### src/rtl/register_arbiter_if.sv
// ============================================================================
// register_arbiter_if : requester/register bundle for register_arbiter
// Revision: 1.0
// ============================================================================
`default_nettype none

interface register_arbiter_if #(
    parameter int WIDTH   = 32,
    parameter int NUM_REQ = 4
);
    localparam int IDX_W = (NUM_REQ > 1) ? $clog2(NUM_REQ) : 1;

    logic [NUM_REQ-1:0]       req_valid_i;
    logic [NUM_REQ-1:0]       req_lock_i;
    logic [NUM_REQ*WIDTH-1:0] req_data_i;
    logic [NUM_REQ-1:0]       req_ready_o;
    logic [WIDTH-1:0]         q_o;
    logic                     grant_valid_o;
    logic [IDX_W-1:0]         grant_idx_o;
    logic                     locked_o;

    modport master (
        output req_valid_i, req_lock_i, req_data_i,
        input  req_ready_o, q_o, grant_valid_o, grant_idx_o, locked_o
    );

    modport slave (
        input  req_valid_i, req_lock_i, req_data_i,
        output req_ready_o, q_o, grant_valid_o, grant_idx_o, locked_o
    );
endinterface

`default_nettype wire

### src/rtl/register_arbiter.sv
// ============================================================================
// register_arbiter : round-robin, lockable writer arbitration for one register
// Revision: 1.0
// ============================================================================
`default_nettype none

module register_arbiter #(
    parameter int WIDTH   = 32,
    parameter int NUM_REQ = 4
) (
    input  logic                 clk,
    input  logic                 rst_n,
    register_arbiter_if.slave    bus
);
    localparam int IDX_W = (NUM_REQ > 1) ? $clog2(NUM_REQ) : 1;

    typedef enum logic [0:0] {
        ST_IDLE   = 1'b0,
        ST_LOCKED = 1'b1
    } state_t;

    state_t             state_q, state_d;
    logic [IDX_W-1:0]   ptr_q, ptr_d;
    logic [IDX_W-1:0]   owner_q, owner_d;
    logic [IDX_W-1:0]   grant_idx_q, grant_idx_d;
    logic               grant_valid_q, grant_valid_d;
    logic [WIDTH-1:0]   data_q, data_d;

    logic [NUM_REQ-1:0] ready;
    logic               win_found;
    logic [IDX_W-1:0]   win_idx;
    logic               xfer;
    logic [IDX_W-1:0]   xfer_idx;
    int                 cand;
    logic [WIDTH-1:0]   slice [NUM_REQ];

    generate
        for (genvar g = 0; g < NUM_REQ; g++) begin : g_unpack
            assign slice[g] = bus.req_data_i[g*WIDTH +: WIDTH];
        end
    endgenerate

    // Rotating search starting at ptr; explicit wrap keeps non-power-of-2 counts correct.
    always_comb begin
        win_found = 1'b0;
        win_idx   = '0;
        cand      = 0;
        for (int i = 0; i < NUM_REQ; i++) begin
            cand = int'(ptr_q) + i;
            if (cand >= NUM_REQ) begin
                cand = cand - NUM_REQ;
            end
            if (!win_found && bus.req_valid_i[cand[IDX_W-1:0]]) begin
                win_found = 1'b1;
                win_idx   = cand[IDX_W-1:0];
            end
        end
    end

    always_comb begin
        ready         = '0;
        xfer          = 1'b0;
        xfer_idx      = win_idx;
        state_d       = state_q;
        owner_d       = owner_q;
        ptr_d         = ptr_q;
        unique case (state_q)
            ST_IDLE: begin
                if (win_found) begin
                    ready[win_idx] = 1'b1;
                    xfer           = 1'b1;
                    xfer_idx       = win_idx;
                    if (bus.req_lock_i[win_idx]) begin
                        state_d = ST_LOCKED;
                        owner_d = win_idx;
                    end
                end
            end
            ST_LOCKED: begin
                ready[owner_q] = bus.req_valid_i[owner_q];
                xfer_idx       = owner_q;
                if (bus.req_valid_i[owner_q]) begin
                    xfer = 1'b1;
                end
                // Dropping lock ends the sequence whether or not a final write happens.
                if (!bus.req_lock_i[owner_q]) begin
                    state_d = ST_IDLE;
                end
            end
            default: state_d = ST_IDLE;
        endcase

        if (xfer) begin
            if (int'(xfer_idx) == NUM_REQ - 1) begin
                ptr_d = '0;
            end else begin
                ptr_d = xfer_idx + 1'b1;
            end
        end
        grant_valid_d = xfer;
        grant_idx_d   = xfer ? xfer_idx : grant_idx_q;
        data_d        = xfer ? slice[xfer_idx] : data_q;
    end

    always_ff @(posedge clk or negedge rst_n) begin
        if (!rst_n) begin
            state_q       <= ST_IDLE;
            ptr_q         <= '0;
            owner_q       <= '0;
            grant_idx_q   <= '0;
            grant_valid_q <= 1'b0;
            data_q        <= '0;
        end else begin
            state_q       <= state_d;
            ptr_q         <= ptr_d;
            owner_q       <= owner_d;
            grant_idx_q   <= grant_idx_d;
            grant_valid_q <= grant_valid_d;
            data_q        <= data_d;
        end
    end

    assign bus.req_ready_o   = rst_n ? ready : '0;
    assign bus.q_o           = data_q;
    assign bus.grant_valid_o = grant_valid_q;
    assign bus.grant_idx_o   = grant_idx_q;
    assign bus.locked_o      = (state_q == ST_LOCKED);

endmodule

`default_nettype wire

### src/flat_wrapper.sv
// flat-port wrapper written by rule: the top's interface ports become plain ports
module register_arbiter_flat 
#(
    parameter int WIDTH   = 32,
    parameter int NUM_REQ = 4
)
  (clk, rst_n, bus_req_valid_i, bus_req_lock_i, bus_req_data_i, bus_req_ready_o, bus_q_o, bus_grant_valid_o, bus_grant_idx_o, bus_locked_o);
  register_arbiter_if #(.WIDTH(WIDTH), .NUM_REQ(NUM_REQ)) bus_i ();
  input  logic clk;
  input  logic rst_n;
  input wire logic [$bits(bus_i.req_valid_i)-1:0] bus_req_valid_i;
  input wire logic [$bits(bus_i.req_lock_i)-1:0] bus_req_lock_i;
  input wire logic [$bits(bus_i.req_data_i)-1:0] bus_req_data_i;
  output wire logic [$bits(bus_i.req_ready_o)-1:0] bus_req_ready_o;
  output wire logic [$bits(bus_i.q_o)-1:0] bus_q_o;
  output wire logic [$bits(bus_i.grant_valid_o)-1:0] bus_grant_valid_o;
  output wire logic [$bits(bus_i.grant_idx_o)-1:0] bus_grant_idx_o;
  output wire logic [$bits(bus_i.locked_o)-1:0] bus_locked_o;
  assign bus_i.req_valid_i = bus_req_valid_i;
  assign bus_i.req_lock_i = bus_req_lock_i;
  assign bus_i.req_data_i = bus_req_data_i;
  assign bus_req_ready_o = bus_i.req_ready_o;
  assign bus_q_o = bus_i.q_o;
  assign bus_grant_valid_o = bus_i.grant_valid_o;
  assign bus_grant_idx_o = bus_i.grant_idx_o;
  assign bus_locked_o = bus_i.locked_o;
  register_arbiter #(.WIDTH(WIDTH), .NUM_REQ(NUM_REQ)) u_core (.clk(clk), .rst_n(rst_n), .bus(bus_i));
endmodule
### config.mk
export PLATFORM = sky130hd
export DESIGN_NAME = register_arbiter_flat
export DESIGN_NICKNAME = d
export VERILOG_FILES = /design/src/rtl/register_arbiter_if.sv /design/src/rtl/register_arbiter.sv /design/src/flat_wrapper.sv
export SDC_FILE = /design/constraint.sdc
export NUM_CORES = 1
export LEC_CHECK = 0
export CAP_MARGIN = 40
export CORE_ASPECT_RATIO = 0.5
export CORE_MARGIN = 2
export CORE_UTILIZATION = 38
export DETAILED_ROUTE_END_ITERATION = 10
export PLACE_DENSITY = 0.78
export SYNTH_ARGS = -nofsm -noshare
export SYNTH_HDL_FRONTEND = slang
export SYNTH_SLANG_ARGS = --single-unit
### constraint.sdc
create_clock -name clk -period 2.1 [get_ports clk]
set_input_delay 0.21 -clock clk [delete_from_list [all_inputs] [get_ports clk]]
set_output_delay 0.21 -clock clk [all_outputs]
set_load 0.03 [all_outputs]
* Word level (Yosys, flattened, before mapping) *
Index checks and enable logic that the tools add are counted.

cells by class
  $add $sub $neg = 8
  $mul = 0
  divide/modulo/power cells = 0
  order comparisons = 13
  equal/unequal tests = 1
  shift-type cells = 0
  mux-type cells = 45
  bitwise gates (word level) = 3
  reductions and logical operators = 9

operator list
  operator                                                                             count
  32-bit binary-select mux with 2-bit select                                           1
  32-bit two-way mux                                                                   2
  2-bit by 3-bit < comparator with 1-bit output, second input constant                 6
  1-bit two-way mux                                                                    18
  2-bit two-way mux                                                                    9
  1-bit binary-select mux with 2-bit select                                            7
  3-bit greater-or-equal comparator, second input constant                             4
  4-bit two-way mux                                                                    2
  4-bit one-hot mux with 2 select lines                                                1
  2-bit by 1-bit subtractor with 2-bit output, second input constant                   4
  2-bit by 2-bit adder with 3-bit output, second input constant                        2
  1-bit logical AND                                                                    5
  4-bit AND                                                                            1
  1-bit demux with 2-bit select                                                        2
  2-bit by 1-bit greater-or-equal comparator with 1-bit output, second input constant  2
  1-bit one-hot mux with 2 select lines                                                2
  2-bit one-hot mux with 2 select lines                                                1
  2-bit by 1-bit adder with 3-bit output, second input constant                        1
  2-bit by 3-bit greater-or-equal comparator with 1-bit output, second input constant  1
  1-bit logical NOT                                                                    3
  2-bit inverter with 3-bit output                                                     1
  3-bit AND reduction                                                                  1
  2-bit by 1-bit adder with 2-bit output, second input constant                        1
  2-bit by 1-bit == test with 1-bit output, second input constant                      1
  1-bit inverter                                                                       1

storage, ports and cells
  register bits = 40
  bits in latches = 0
  memory bits (writable) = 0
  memory bits (read-only) = 0
  bits of input ports = 138
  output and inout bits = 40
  word-level logic and storage cells = 85
  memories = 0

* Longest topological paths before layout *
Gate-level depths: netlist of run 1.

  depth after elaboration = 21
  mapped depth = 9
  gate-level depth less buffers = 6

* Least setup slack after synthesis of run 1 *
OpenSTA, ideal clock, no wires.

  kind = register -> output
  start = register u_core.state_q (netlist: u_core.bus.locked_o)
  end = output bus_req_ready_o[3]
  data arrival time = 2.070 ns
  data required time = 1.890 ns
  setup slack = -0.180 ns
  cell stages (with the launch flop) = 9
  path buffers = 3
  cell sequence = dfrtp_1 buf_4 inv_2 nor2_1 and3_1 buf_1 buf_2 a21oi_1 nor2b_1

on the way
  cells in the longest elaborated chain, start to end = 3

ends and longest elaborated chain
  item                                     line                     source
  start: declaration                       register_arbiter.sv:22   state_t state_q, state_d;
  start signal: assignment                 register_arbiter.sv:114  state_q <= state_d;
  1-bit inverter                           register_arbiter.sv:67   unique case (state_q)
  4-bit one-hot mux with 2 select lines *  register_arbiter.sv:67
  4-bit two-way mux *                      register_arbiter.sv:123  assign bus.req_ready_o = rst_n ? ready : '0;
  end: declaration                         flat_wrapper.sv:14       output wire logic [$bits(bus_i.req_ready_o)-1:0] bus_req_ready_o;

Mark *: on every way between the ends. The rest lies on a longest branch, timed or not.

* Worst setup path after layout of run 1 *
  start = register u_core.ptr_q[1]
  end = output bus_req_ready_o[3]

on the way
  cells in the longest elaborated chain, start to end = 21
  elaborated cells on any way between the ends = 45
  those cells by class = 7 x add/sub; 6 x order compare; 25 x mux; 7 x reduce/logical

ends and longest elaborated chain
  item                                                                             line                     source
  start: declaration                                                               register_arbiter.sv:23   logic [IDX_W-1:0] ptr_q, ptr_d;
  start signal: assignment                                                         register_arbiter.sv:115  ptr_q <= ptr_d;
  branches (longest 18 deep; another with 2-bit by 1-bit adder with 3-bit output)  --
  4-bit two-way mux *                                                              register_arbiter.sv:69   if (win_found) begin
  4-bit one-hot mux with 2 select lines *                                          register_arbiter.sv:67
  4-bit two-way mux *                                                              register_arbiter.sv:123

Mark *: on every way between the ends. The select of a mux whose other input is x is not followed.

==> flow_metrics.tcl, run 1 <==
set metrics [dict create \
    hpwl_mm 10.5 \
    drtIter0Drc 373 \
    ir_drop_v 0.00115 \
    worstPathRequired_ns 1.89 \
    syn_area_per_cell_um2 9.19 \
    dr.pass1.iters 5 \
    drc_errors 0 \
    violations "setup timing" \
    grtUsageTotal_pct 25.8 \
    finalHoldViolCount 0 \
    power.switching_w 0.00552 \
    layout_commonest_cell "clkdlybuf4s50_1" \
    power.total_w 0.0116 \
    arrival_ns 1.95 \
    fin_nets 751 \
    vias_per_cell 5.82 \
    cts_tree "yes" \
    fmax_ghz 0.462 \
    combPwrFrac_pct 80.0 \
    top_level_ports 178 \
    placed_cells 734 \
    synth_flop_cell "dfrtp_1" \
    synthesis.area_um2 3740 \
    setup_ws_ns -0.0640 \
    area_growth_pct 73.9 \
    crit_fanout 7 \
    relSlewSlack_pct 64.6 \
    layout_common_cells "169 x clkdlybuf4s50_1, 62 x o21a_1, 48 x buf_4" \
    antenna_found_initial 0 \
    rows 25 \
    synth_seq_cells 40 \
    holdCritPathClass "in2async" \
    syn_inst 407 \
    grt_max_degree 33 \
    yosysUniqueCellTypes 50 \
    power_frac_clock_pct 7.0 \
    numPortBuffers 177 \
    max_cap_violations 0 \
    synth_area_leader_cell "dfrtp_1" \
    status "finished with violations" \
    clock-root-buffer "clkbuf_16" \
    crit_path_end_kind "output pin" \
    ant_nets 0 \
    finalWirelength_mm 14.8 \
    overflow 0 \
    period_share_pct 103 \
    setup-violations-final 14 \
    ys_warn_count 0 \
    num_vias 4355 \
    cp-start-kind "flip-flop" \
    wire_per_inst_um 19.7 \
    post_dp_cell_area_um2 6010 \
    async_flop_share_pct 100 \
    grt_pass1_wl_mm 21.7 \
    p_leak_nw 2.42 \
    place_congestion 0.936 \
    die_area_um2 10700 \
    p_per_area_nw_per_um2 1790 \
    ys_top_cells_by_area "dfrtp_1 27%, o21a_1 13%, o221ai_2 12%" \
    slew_viol_final 0 \
    fin_area_um2 6500 \
    cts-buffers-inserted 5 \
    finClkSkew_ns 0.00579 \
    core_area_um2 9510 \
    rsz0062_at_grt "yes" \
    die_h_um 74.1 \
    tightest_slew_ns 0.531 \
    layout-drive-gt1-share_pct 25.4 \
    p_int_w 0.00611 \
    clk_pin_slew_ns 0.06 \
    grt_pass1_vias 4154 \
    crit_type "reg2out" \
    seq_area_frac_synth_pct 26.8 \
    synth_top_area_share_pct 26.8 \
    start_util_pct 39.3 \
    synth_edf_count 0 \
    htreeDepth 2 \
    fin_cells 748 \
    tns_ns -0.246 \
    p_sw_share_pct 47.5 \
    diodes 0 \
    clockBufferDepth 2 \
    cts_sinks 40 \
    fp.dieW_um 144 \
    clk_latency_ns 0.29 \
    pwr-share-seq_pct 13.0 \
    min_period_ns 2.16 \
    syn_nets 546 \
]
-- kinds of logic after synthesis --
group	count (synthesis)	share of synthesized area, %
adder cells (fa/ha/maj)	1	0.335
multiplexers	8	2.51
flip-flops	40	26.8
AND/OR/NAND/NOR	130	15.9
buffers and inverters	49	7.06
AO/OA/AOI/OAI	179	47.4
-- Yosys cell counts (3+ instances only) --
library cell  count
o221ai_2         30
clkbuf_1         19
a221oi_2         29
o22ai_1          32
buf_4             6
buf_6             6
mux2i_1           6
buf_2            10
nand2b_1          3
o21a_1           63
nand2_1          36
nand3_1          33
nor2b_1           3
inv_1             4
o21ai_0           3
nor2_1           41
nor3_1            3
a21oi_1           3
dfrtp_1          40
-- final cells by class --
type / instances / area [µm²]
fill: 723 / 3010
tap: 135 / 169
clock buffer: 8 / 146
sequential: 40 / 1000
inverter: 7 / 26.3
timing repair buffer: 240 / 2390
multi-input combinational: 318 / 2770
-- path summary, 6_finish.rpt --
kind | startpoint | to | slack [ns] | cells past startpoint
worst max-delay path | u_core.ptr_q[1]$_DFFE_PN0P_ | bus_req_ready_o[3] | -0.06 | 8
worst min-delay path | rst_n | u_core.bus.q_o[20]$_DFFE_PN0P_ | 0.45 | 3
worst max register to register | u_core.ptr_q[1]$_DFFE_PN0P_ | u_core.bus.q_o[23]$_DFFE_PN0P_ | -0.03 | 10
worst min register to register | u_core.bus.grant_idx_o[0]$_DFFE_PN0P_ | u_core.bus.grant_idx_o[0]$_DFFE_PN0P_ | 0.53 | 2
max in group asynchronous | rst_n | u_core.bus.locked_o$_DFF_PN0_ | 1.20 | 3
min in group clk | bus_req_data_i[25] | u_core.bus.q_o[25]$_DFFE_PN0P_ | 0.51 | 2
-- registers in the layout, summed over array words and instances (netlist names) --
signal,flops
u_core.bus.q_o,32
u_core.bus.grant_idx_o,2
u_core.owner_q,2
u_core.ptr_q,2
u_core.bus.grant_valid_o,1
u_core.bus.locked_o,1
-- power groups by stage --
stage | registers [W] | clock network (W) | logic (W)
final | 0.00151 | 0.000812 | 0.00930
after global routing | 0.00155 | 0.000858 | 0.00988
after CTS | 0.00150 | 0.000823 | 0.00880
after detailed placement | 0.00151 | 0 | 0.00851
after global placement | 0.00150 | 0 | 0.00835
after floorplan | 0.00215 | 0 | 0.00501
-- metrics by stage --
stage	setup WS, ns	util (%)	hold WS, ns
global placement	-0.394	63.2	0.217
CTS	-0.0473	66.3	0.443
detailed placement	-0.418	63.2	0.215
global route	-0.122	68.4	0.477
finish	-0.0640	68.4	0.452
floorplan	-0.0443	-	-0.0856
-- repair_timing --
item | CTS | global route
endpoints found under the hold margin | 12 | 0
hold buffers | 1 | 0
resized for setup | 30 | 24
setup buffers | 3 | 2
setup endpoints to repair | 12 | 36
pin swaps | 4 | 9
gates cloned | 0 | 1
-- layer usage --
| layer | GRT usage, % | vias up | part of all wire [%] |
|---|---|---|---|
| li1 | - | 2013 | - |
| met1 | 34.3 | 2100 | 41 |
| met2 | 44.7 | 214 | 50 |
| met4 | 7.23 | 0 | 2.0 |
| met3 | 3.73 | 28 | 6.5 |
| met5 | 0 | - | 0 |
-- worst max-delay path, stage by stage, from the launching register on --
cell     delay (ns)
dfrtp_2        0.46
and3b_1        0.19
o21a_4         0.20
buf_6          0.13
nor3_4         0.23
buf_12         0.15
a21oi_2        0.05
nor2b_2        0.12
buf_6          0.14
(Power assumes the default switching activity.)
==> run 2: changes to the inputs <==
--- a/config.mk
+++ b/config.mk
@@ -11,6 +11,7 @@
 export CORE_UTILIZATION = 38
 export DETAILED_ROUTE_END_ITERATION = 10
 export PLACE_DENSITY = 0.78
+export SLEW_MARGIN = 0
 export SYNTH_ARGS = -nofsm -noshare
 export SYNTH_HDL_FRONTEND = slang
 export SYNTH_SLANG_ARGS = --single-unit
==> results of run 2 <==
Final layout, timing and power as in run 1 (identical DEF).
==> run 3: changes to the inputs <==
--- a/config.mk
+++ b/config.mk
@@ -6,12 +6,12 @@
 export NUM_CORES = 1
 export LEC_CHECK = 0
 export CAP_MARGIN = 40
+export CELL_PAD_IN_SITES_DETAIL_PLACEMENT = 1
+export CELL_PAD_IN_SITES_GLOBAL_PLACEMENT = 1
 export CORE_ASPECT_RATIO = 0.5
-export CORE_MARGIN = 2
-export CORE_UTILIZATION = 38
+export CORE_UTILIZATION = 27
 export DETAILED_ROUTE_END_ITERATION = 10
-export PLACE_DENSITY = 0.78
-export SLEW_MARGIN = 0
+export PLACE_DENSITY_LB_ADDON = 0.1
 export SYNTH_ARGS = -nofsm -noshare
 export SYNTH_HDL_FRONTEND = slang
 export SYNTH_SLANG_ARGS = --single-unit
==> flow_metrics.tcl, run 3 (synthesis gave the netlist of run 1 again) <==
set metrics [dict create \
    status "finished with violations" \
    violations "setup timing" \
    cts_tree "yes" \
    antenna_found_initial 0 \
    setup-violations-final 32 \
    num_vias 4296 \
    core_area_um2 13100 \
    clockBufferDepth 2 \
    tightest_slew_ns 0.485 \
    place_congestion 0.801 \
    p_leak_nw 2.50 \
    clock-root-buffer "clkbuf_16" \
    ant_nets 0 \
    setup_ws_ns -0.0715 \
    ir_drop_v 0.000829 \
    start_util_pct 28.6 \
    grt_pass1_vias 4707 \
    fp.dieW_um 168 \
    tns_ns -0.851 \
    crit_path_end_kind "output pin" \
    max_stage_delay_ns 0.45 \
    hpwl_mm 11.7 \
    worstPathRequired_ns 1.89 \
    nFillCells 1418 \
    drtIter0Drc 140 \
    crit_fanout 6 \
    grtUsageTotal_pct 22.8 \
    top_level_ports 178 \
    vias_per_cell 5.47 \
    rows 29 \
    finalWirelength_mm 16.7 \
    numPortBuffers 177 \
    period_share_pct 103 \
    cp-start-kind "flip-flop" \
    post-route-util_pct 52.0 \
    clk_pin_slew_ns 0.07 \
    finClkSkew_ns 0.00754 \
    place_ws_ns -0.267 \
    multi_input_area_um2 2880 \
    cp_cell_sequence "and3b_1 -> o21a_4 -> buf_6 -> nor3_4 -> buf_12 -> a21oi_2 -> nor2b_2 -> buf_6" \
    seq_area_um2 1000 \
    fin_nets 754 \
    die_area_um2 14300 \
    fin_hold_ws_ns 0.353 \
    rsz0062_at_grt "yes" \
    grt_pass1_wl_mm 25.2 \
    largest_reg_flops 32 \
    die_h_um 85.2 \
    path_delay_family "simple AND/OR/NAND/NOR gates" \
    path_common_cell "buf_6" \
    fmax_ghz 0.461 \
    layout_common_cells "169 x clkdlybuf4s50_1, 63 x o21a_1, 42 x buf_4" \
    diodes 0 \
    holdCritPathClass "in2async" \
    clk_latency_ns 0.29 \
    power.total_w 0.0124 \
    htreeDepth 2 \
    slew_viol_final 0 \
    overflow 0 \
    cts-buffers-inserted 5 \
    finalHoldViolCount 0 \
    p_per_area_nw_per_um2 1820 \
    dr.pass1.iters 4 \
    relSlewSlack_pct 67.7 \
    grt_max_degree 43 \
    cts_sinks 40 \
    area_growth_pct 81.8 \
    cp_slowest_cell "dfrtp_2" \
    layout_commonest_cell "clkdlybuf4s50_1" \
    wire_per_inst_um 21.2 \
    drc_errors 0 \
    arrival_ns 1.96 \
    critical_path_buf_inv_count 3 \
    crit_type "reg2out" \
    max_cap_violations 0 \
    min_period_ns 2.17 \
    layout-drive-gt1-share_pct 26.3 \
]
[run 3: timing repair]
item	CTS	global route
cloned	0	2
pin swaps	5	12
endpoints found under the setup margin	5	38
setup buffers	10	2
gates resized for setup	11	48
hold endpoints to repair	4	0
hold buffers	1	0
[run 3: through the flow]
stage                     cell area (µm²)  cells
final                                6800    786
after global routing                 6800    786
after global placement               6050    764
after floorplan                      3740    407
after CTS                            6310    782
after detailed placement             6050    764
[run 3: area by class of cell]
class	instances	area share (%)
Clock buffer	7	2.10
Clock inverter	1	0.110
Inverter	7	0.387
Multi-Input combinational cell	318	42.3
Sequential cell	40	14.8
Tap cell	170	3.13
Timing Repair Buffer	243	37.2
[run 3: power breakdown]
group          internal (W)  switching (W)
logic               0.00476        0.00524
clock network      0.000475       0.000356
registers           0.00122       0.000300
total               0.00646        0.00590
[run 3: worst paths after layout]
kind | start | end | slack (ns) | cells past startpoint
min | rst_n | u_core.bus.q_o[17]$_DFFE_PN0P_ | 0.35 | 2
min reg2reg | u_core.bus.q_o[26]$_DFFE_PN0P_ | u_core.bus.q_o[26]$_DFFE_PN0P_ | 0.52 | 2
max in group asynchronous | rst_n | u_core.bus.q_o[9]$_DFFE_PN0P_ | 1.13 | 3
max reg2reg | u_core.ptr_q[1]$_DFFE_PN0P_ | u_core.bus.q_o[19]$_DFFE_PN0P_ | -0.06 | 10
max | u_core.ptr_q[1]$_DFFE_PN0P_ | bus_req_ready_o[3] | -0.07 | 8
min in group clk | bus_req_data_i[25] | u_core.bus.q_o[25]$_DFFE_PN0P_ | 0.51 | 2
[run 3: metal layers]
layer	track usage, %	up-vias	share of wire, %
met3	4.66	16	4.3
li1	-	2021	-
met1	29.6	2151	47
met4	4.88	0	1.1
met2	39.3	108	48
met5	0	-	0
